--- src/rtl/mem_stage_if.sv ---
// Bundle of the EXE/MEM -> MEM/WB signals of the memory stage.
// The fwd* forwarding taps exist only when MEM_FWD_EN is defined.
interface mem_stage_if;
    logic       regWr_IN;
    logic       memWr_IN;
    logic       memRd_IN;
    logic [7:0] aluRes_IN;
    logic [7:0] memWrData_IN;
    logic [2:0] rd_IN;
    logic       stall;
    logic       regWr_OUT;
    logic [2:0] rd_OUT;
    logic [7:0] wbData_OUT;
`ifdef MEM_FWD_EN
    logic       fwdValid;
    logic [2:0] fwdRd;
    logic [7:0] fwdData;

    modport master (
        output regWr_IN, memWr_IN, memRd_IN, aluRes_IN, memWrData_IN, rd_IN,
        input  stall, regWr_OUT, rd_OUT, wbData_OUT, fwdValid, fwdRd, fwdData
    );
    modport slave (
        input  regWr_IN, memWr_IN, memRd_IN, aluRes_IN, memWrData_IN, rd_IN,
        output stall, regWr_OUT, rd_OUT, wbData_OUT, fwdValid, fwdRd, fwdData
    );
`else
    modport master (
        output regWr_IN, memWr_IN, memRd_IN, aluRes_IN, memWrData_IN, rd_IN,
        input  stall, regWr_OUT, rd_OUT, wbData_OUT
    );
    modport slave (
        input  regWr_IN, memWr_IN, memRd_IN, aluRes_IN, memWrData_IN, rd_IN,
        output stall, regWr_OUT, rd_OUT, wbData_OUT
    );
`endif
endinterface

--- src/rtl/mem_stage.sv ---
// Memory stage: 256x8 data memory with MEM_LAT wait states, stalls upstream while busy.
// Optional macro MEM_FWD_EN adds the fwdValid/fwdRd/fwdData forwarding taps.
module mem_stage #(
    parameter int MEM_LAT = 2
) (
    input  logic        clk,
    input  logic        rst,
    mem_stage_if.slave  bus
);
    localparam logic [0:0] S_IDLE = 1'b0;
    localparam logic [0:0] S_WAIT = 1'b1;
    localparam logic [2:0] LAT_LOAD = (MEM_LAT > 0) ? 3'(MEM_LAT - 1) : 3'd0;
    localparam logic       LAT_NZ   = (MEM_LAT != 0);

    logic [0:0] r_state;
    logic [2:0] r_cnt;
    logic [7:0] r_mem [256];
    logic       r_reg_wr;
    logic [2:0] r_rd;
    logic [7:0] r_wb_data;

    logic       w_acc;
    logic       w_stall;
    logic [7:0] w_rd_data;

    // NOTE: every always_comb output gets a default first so no path can infer a latch.
    always_comb begin
        w_acc     = bus.memRd_IN | bus.memWr_IN;
        w_rd_data = r_mem[bus.aluRes_IN];
        w_stall   = 1'b0;
        if (r_state == S_IDLE) w_stall = w_acc & LAT_NZ;
        else                   w_stall = (r_cnt != 3'd0);
    end

    // NOTE: sequential state uses non-blocking assignments so all flops update together.
    always_ff @(posedge clk or posedge rst) begin
        if (rst) begin
            r_state <= S_IDLE;
            r_cnt   <= 3'd0;
        end else begin
            case (r_state)
                S_IDLE: if (w_acc && LAT_NZ) begin
                    r_cnt   <= LAT_LOAD;
                    r_state <= S_WAIT;
                end
                S_WAIT: if (r_cnt != 3'd0) r_cnt <= r_cnt - 3'd1;
                        else               r_state <= S_IDLE;
                default: r_state <= S_IDLE;
            endcase
        end
    end

    // A stalled edge inserts a bubble; rd/data hold their last completed values.
    always_ff @(posedge clk or posedge rst) begin
        if (rst) begin
            r_reg_wr  <= 1'b0;
            r_rd      <= 3'd0;
            r_wb_data <= 8'd0;
        end else if (!w_stall) begin
            r_reg_wr  <= bus.regWr_IN;
            r_rd      <= bus.rd_IN;
            r_wb_data <= w_acc ? w_rd_data : bus.aluRes_IN;
        end else begin
            r_reg_wr  <= 1'b0;
        end
    end

    // NOTE: the memory array really is cleared on reset, so it lives in flops, not a RAM macro.
    always_ff @(posedge clk or posedge rst) begin
        if (rst) begin
            for (int i = 0; i < 256; i++) r_mem[i] <= 8'd0;
        end else if (!w_stall && bus.memWr_IN) begin
            r_mem[bus.aluRes_IN] <= bus.memWrData_IN;
        end
    end

    assign bus.stall      = w_stall;
    assign bus.regWr_OUT  = r_reg_wr;
    assign bus.rd_OUT     = r_rd;
    assign bus.wbData_OUT = r_wb_data;

`ifdef MEM_FWD_EN
    assign bus.fwdValid = r_reg_wr & (r_rd != 3'd0);
    assign bus.fwdRd    = r_rd;
    assign bus.fwdData  = r_wb_data;
`endif
endmodule

--- src/flat_wrapper.sv ---
// flat-port wrapper written by rule: the top's interface ports become plain ports
module mem_stage_flat 
#(
    parameter int MEM_LAT = 2
)
  (clk, rst, bus_regWr_IN, bus_memWr_IN, bus_memRd_IN, bus_aluRes_IN, bus_memWrData_IN, bus_rd_IN, bus_stall, bus_regWr_OUT, bus_rd_OUT, bus_wbData_OUT);
  mem_stage_if bus_i ();
  input  logic clk;
  input  logic rst;
  input wire logic [$bits(bus_i.regWr_IN)-1:0] bus_regWr_IN;
  input wire logic [$bits(bus_i.memWr_IN)-1:0] bus_memWr_IN;
  input wire logic [$bits(bus_i.memRd_IN)-1:0] bus_memRd_IN;
  input wire logic [$bits(bus_i.aluRes_IN)-1:0] bus_aluRes_IN;
  input wire logic [$bits(bus_i.memWrData_IN)-1:0] bus_memWrData_IN;
  input wire logic [$bits(bus_i.rd_IN)-1:0] bus_rd_IN;
  output wire logic [$bits(bus_i.stall)-1:0] bus_stall;
  output wire logic [$bits(bus_i.regWr_OUT)-1:0] bus_regWr_OUT;
  output wire logic [$bits(bus_i.rd_OUT)-1:0] bus_rd_OUT;
  output wire logic [$bits(bus_i.wbData_OUT)-1:0] bus_wbData_OUT;
  assign bus_i.regWr_IN = bus_regWr_IN;
  assign bus_i.memWr_IN = bus_memWr_IN;
  assign bus_i.memRd_IN = bus_memRd_IN;
  assign bus_i.aluRes_IN = bus_aluRes_IN;
  assign bus_i.memWrData_IN = bus_memWrData_IN;
  assign bus_i.rd_IN = bus_rd_IN;
  assign bus_stall = bus_i.stall;
  assign bus_regWr_OUT = bus_i.regWr_OUT;
  assign bus_rd_OUT = bus_i.rd_OUT;
  assign bus_wbData_OUT = bus_i.wbData_OUT;
  mem_stage #(.MEM_LAT(MEM_LAT)) u_core (.clk(clk), .rst(rst), .bus(bus_i));
endmodule
--- config.mk ---
export PLATFORM = sky130hd
export DESIGN_NAME = mem_stage_flat
export DESIGN_NICKNAME = d
export VERILOG_FILES = /design/src/rtl/mem_stage_if.sv /design/src/rtl/mem_stage.sv /design/src/flat_wrapper.sv
export SDC_FILE = /design/constraint.sdc
export NUM_CORES = 2
export LEC_CHECK = 0
export BUFFER_PORTS_ARGS = -buffer_cell sky130_fd_sc_hd__buf_2
export CAP_MARGIN = 20
export CORE_MARGIN = 10
export CORE_UTILIZATION = 64
export CTS_CLUSTER_DIAMETER = 40
export DETAILED_ROUTE_END_ITERATION = 16
export PLACE_DENSITY = 0.8
export SLEW_MARGIN = 30
export SYNTH_ARGS = -nofsm -noshare
export SYNTH_HDL_FRONTEND = slang
export SYNTH_SLANG_ARGS = --single-unit
--- constraint.sdc ---
create_clock -name clk -period 75 [get_ports clk]
set_input_delay 3.75 -clock clk [delete_from_list [all_inputs] [get_ports clk]]
set_output_delay 3.75 -clock clk [all_outputs]
set_load 0.005 [all_outputs]
* Yosys cells after proc, flatten, opt, wreduce, memory -nomap -nowiden
Index checks and enable logic that the tools add are counted.
** Storage, ports and cells
- Bits in registers :: 2064
- Bits of input ports :: 24
- Output and inout bits :: 13
- Logic and storage cells :: 289
** Operators by class
- Add/sub/neg operators :: 1
- $lt $le $gt $ge :: 2
- Equal/unequal tests :: 2
- Mux-type cells :: 15
- Bitwise gates (word level) :: 3
- Reductions and logical operators :: 5
** Operator list (number)
- $bwmux W2048 :: 1
- $bmux W8 S8 :: 1
- $demux W8 S8 :: 1
- $mux W8 :: 4
- $ge A9 B9 Y1 const B :: 1
- $lt A9 B1 Y1 const B :: 1
- $not A8 Y9 :: 1
- $mux W3 :: 2
- $pmux W3 S2 :: 1
- $mux W1 :: 4
- $reduce_bool A3 Y1 :: 1
- $sub A3 B1 Y3 const B :: 1
- $logic_and A1 B1 Y1 :: 2
- $ne A2 B1 Y1 const B :: 1
- $ne A2 B2 Y1 const B :: 1
- $pmux W1 S2 :: 1
- $reduce_and A2 Y1 :: 1
- $logic_not A1 Y1 :: 1
- $not A1 Y1 :: 1
- $or A1 B1 Y1 :: 1

* Longest topological paths before layout
- Depth after elaboration :: 6
- Gate-level depth with buffers :: 13
- Mapped depth without buffers :: 10

* Worst setup path before layout
OpenSTA, ideal clock, no wires.
- Kind :: input-to-output
- From :: input port bus_memWr_IN
- To :: output port bus_stall
- Data arrival time :: 4.534 ns
- Required time :: 71.250 ns
- Setup slack :: 66.716 ns
- Stages :: 4
- Path buffers :: 1
- Cell sequence :: or2_1 buf_2 o21ai_4 clkinv_1
** Between the ends
- Longest elaborated chain between the ends :: 2
** RTL lines
- start: declaration :: RTL line flat_wrapper.sv:11 : input wire logic [$bits(bus_i.memWr_IN)-1:0] bus_memWr_IN;
- $or A1 B1 Y1 :: RTL line mem_stage.sv:28 : w_acc = bus.memRd_IN | bus.memWr_IN;
- $mux W1 :: RTL line mem_stage.sv:31 : if (r_state == S_IDLE) w_stall = w_acc & LAT_NZ;
- end: declaration :: RTL line flat_wrapper.sv:16 : output wire logic [$bits(bus_i.stall)-1:0] bus_stall;
No other way between the ends.

* Worst setup path after layout
Same ends and word-level chain as after synthesis.

==> flow_summary.yaml <==
run_status:
  status: "complete, no violations"
critical_path:
  cp_max_fo: 19
  r2r-end: "u_core.r_mem[1759]"
  cp.buffers_inverters: 3
  path_depth: 5
  arrival_ns: 5.68
  crit_path_top_delay_cell: "o21ai_4"
  critical-path-top-delay-family: "buffers and inverters"
  startpoint_type: "input pin"
  end_kind: "primary output"
  rr_worst_depth: 11
  startpoint: "bus_memWr_IN"
  crit_top_cell: "buf_2"
  cpPeakStageDelay_ns: 0.60
  r2r-start: "u_core.r_cnt[1]"
  worstPathCellList: "buf_2 > or2_1 > o21ai_4 > clkinv_1 > buf_2"
  critPathKind: "input pin to primary output"
  rrSetupSlack_ns: 70.28
  crit_required_ns: 71.25
floorplanning:
  rows: 140
  die_w_um: 403
  die_y_um: 403
  ioPinCount: 37
  core_region_area_sq_um: 146000
  initial_utilization_pct: 64.5
  die-area_sq_um: 163000
finish:
  area_growth_pct: 12.2
  final_common_cell: "dfrtp_1"
  final_cells: 8317
  layout.nets: 6216
  drive_above_1_share_pct: 49.3
  final_cell_mix: "dfrtp_1 (2,064), mux2_2 (1,978), mux4_2 (423)"
timing:
  worstMarginPinSlew_ns: 1.15
  setup_viol: 0
  max_slew_margin_pct: 22.8
  hold_viol_final: 0
  fmax_mhz: 106
  finalCriticalPeriod_ns: 9.43
  setup_tns_ns: 0
  period_share_pct: 12.6
  rsz0062_at_grt: "no"
  drv_slew: 0
  clock_skew_ns: 0.0409
route:
  drc: 0
  first_iter_violations: 6156
  vias: 57800
  wl_um: 261000
  wl_met1_um: 104000
  wl_met3_um: 25700
  drt.antenna.violating_nets: 0
  maxUsedRoutingLayer: "met5"
  wl_met2_um: 118000
  wl_per_cell_um: 31.4
  vias_per_cell: 6.96
  first_pass_iters: 8
place:
  dp_hpwl_um: 158000
  post-place-cells: 7819
  gp_congestion: 0.903
  io_buffers: 36
clock_tree:
  clockBufferDepth: 4
  path_clk_slew_ns: 0.05
  post_cts_resize_count: 0
  post-cts-setup-buffers: 0
  cts_made_buffers: 283
  cts_tree: "built"
  root_buffer: "clkbuf_16"
  clock_sinks: 2064
  htreeDepth: 5
  clk-insertion-delay-late_ns: 0.90
  cts-hold-fix-buffers: 0
grt:
  grt_overflow: 0
  grt_pass1_wl_um: 392000
  grt.total_usage_pct: 31.9
  antenna_found_initial: 8
  grt_pass1_vias: 60200
  grt_max_degree: 189
pwr:
  ir_drop_uv: 26.1
  powerDensity_nw_per_um2: 25.8
  leakage_nw: 51.1
synthesis:
  synthCells: 6206
  netlist_area_sq_um: 94100
  synth_ff_type: "dfrtp_1"
  syn_nets: 6232
  synthArstFlopShare_pct: 100
  ys_seq_area_share_pct: 54.9
  ys_seq_elements: 2064
  syn_avg_cell_area_sq_um: 15.2
  synth_edf_count: 0
  ys_types: 63
  ys_warn_count: 0
hold_path:
  hp-class: "flop to flop"
  hold_path_end: "u_core.bus.rd_OUT[0]"
  worst_hold_startpoint: "u_core.bus.rd_OUT[0]"
  hold_path_depth: 2
job:
  maxCapViolations: 0
==> cell families (layout without fill, tap and decap cells) <==
kind of cell	after synthesis	in the layout	share of synthesized area (%)
compound gates	330	330	2.42
fa+ha+maj	2	2	0.0266
buf+inv	463	651	2.11
flops	2064	2064	54.9
mux	2732	2732	37.4
other cells	0	6	0
simple gates	615	615	3.12
==> report_power, final <==
group	leakage (nW)	internal (mW)	switching (mW)
logic	17.9	0.0726	0.128
clock network	4.55	0.838	0.501
registers	28.7	1.16	0.0238
==> how the worst max path moves through the flow <==
stage                                           to  slack [ns]
after floorplan               u_core.bus.rd_OUT[0]       12.95
after global placement    u_core.bus.wbData_OUT[5]       65.65
after detailed placement  u_core.bus.wbData_OUT[5]       65.52
after CTS                                bus_stall       65.69
after global routing                     bus_stall       65.52
final                                    bus_stall       65.57
==> worst register-to-register path, delay by kind of cell (launching register included) <==
kind | cells | cell delay, ns
fa+ha+maj | 2 | 0.43
mux | 1 | 0.43
simple gates | 5 | 2.52
flops | 1 | 0.36
compound gates | 1 | 0.30
buf+inv | 2 | 0.57
==> flip-flops by register name (all words and copies together), names as in the netlist <==
register	flops
u_core.r_mem	2048
u_core.bus.wbData_OUT	8
u_core.bus.rd_OUT	3
u_core.r_cnt	3
u_core.bus.regWr_OUT	1
u_core.r_state	1
==> Yosys cell counts (4+ instances only) <==
cell       count  area, sq um
o21ai_0       36          180
a2111oi_0      4         35.0
o211ai_1       9         67.6
a32oi_1       30          263
and3_1         8         50.1
o22ai_1      100          626
dfrtp_1     2064        51600
or3_1          5         31.3
mux4_2       423         9530
buf_1         16         60.1
nor4_1        17          106
nor2_2       107          669
nand2_1      281         1050
a21oi_1       30          150
nand3_1       39          195
mux2i_1      251         2510
buf_2         71          355
nand2b_1       6         37.5
a31oi_1       11         68.8
a211oi_1      17          128
nand4_1        9         56.3
a311oi_1       5         43.8
a22oi_1       42          315
nor2_1        79          297
o221ai_1       7         61.3
a221oi_1      12          105
clkbuf_1     325         1220
buf_4         39          293
mux2_1        80          901
nor3_1        18         90.1
mux2_2      1978        22300
inv_1          7         26.3
nand2_2       13         81.3
nor2b_1       13         81.3
o31ai_1        5         37.5
==> metal layers <==
metal  up-vias  global-route usage, %
met5         -                 0.0595
met4         6                   15.0
met3       758                   9.29
met2      2763                   47.5
met1     31200                   43.5
li1      23200                      -
==> layout make-up <==
type / count / area, sq um
Tap cell: 1917 / 2400
Antenna cell: 6 / 15.0
Clock inverter: 119 / 1430
Sequential cell: 2064 / 51600
Inverter: 10 / 50.0
Fill cell: 9020 / 40400
Timing Repair Buffer: 152 / 1420
Clock buffer: 370 / 7990
Multi-Input combinational cell: 3679 / 40600
==> through the flow <==
stage	cell area (sq um)	utilization, %	power, mW	hold WS, ns	setup WS (ns)
after floorplan	94100	-	1.33	0.459	12.95
after global placement	95900	65.7	1.38	0.454	65.65
after detailed placement	95900	65.8	1.39	0.462	65.52
after CTS	105000	72.2	2.72	0.474	65.69
after global routing	106000	72.3	2.79	0.496	65.52
final	106000	72.3	2.72	0.476	65.57
No activity file was read; power rests on OpenSTA's default activity.
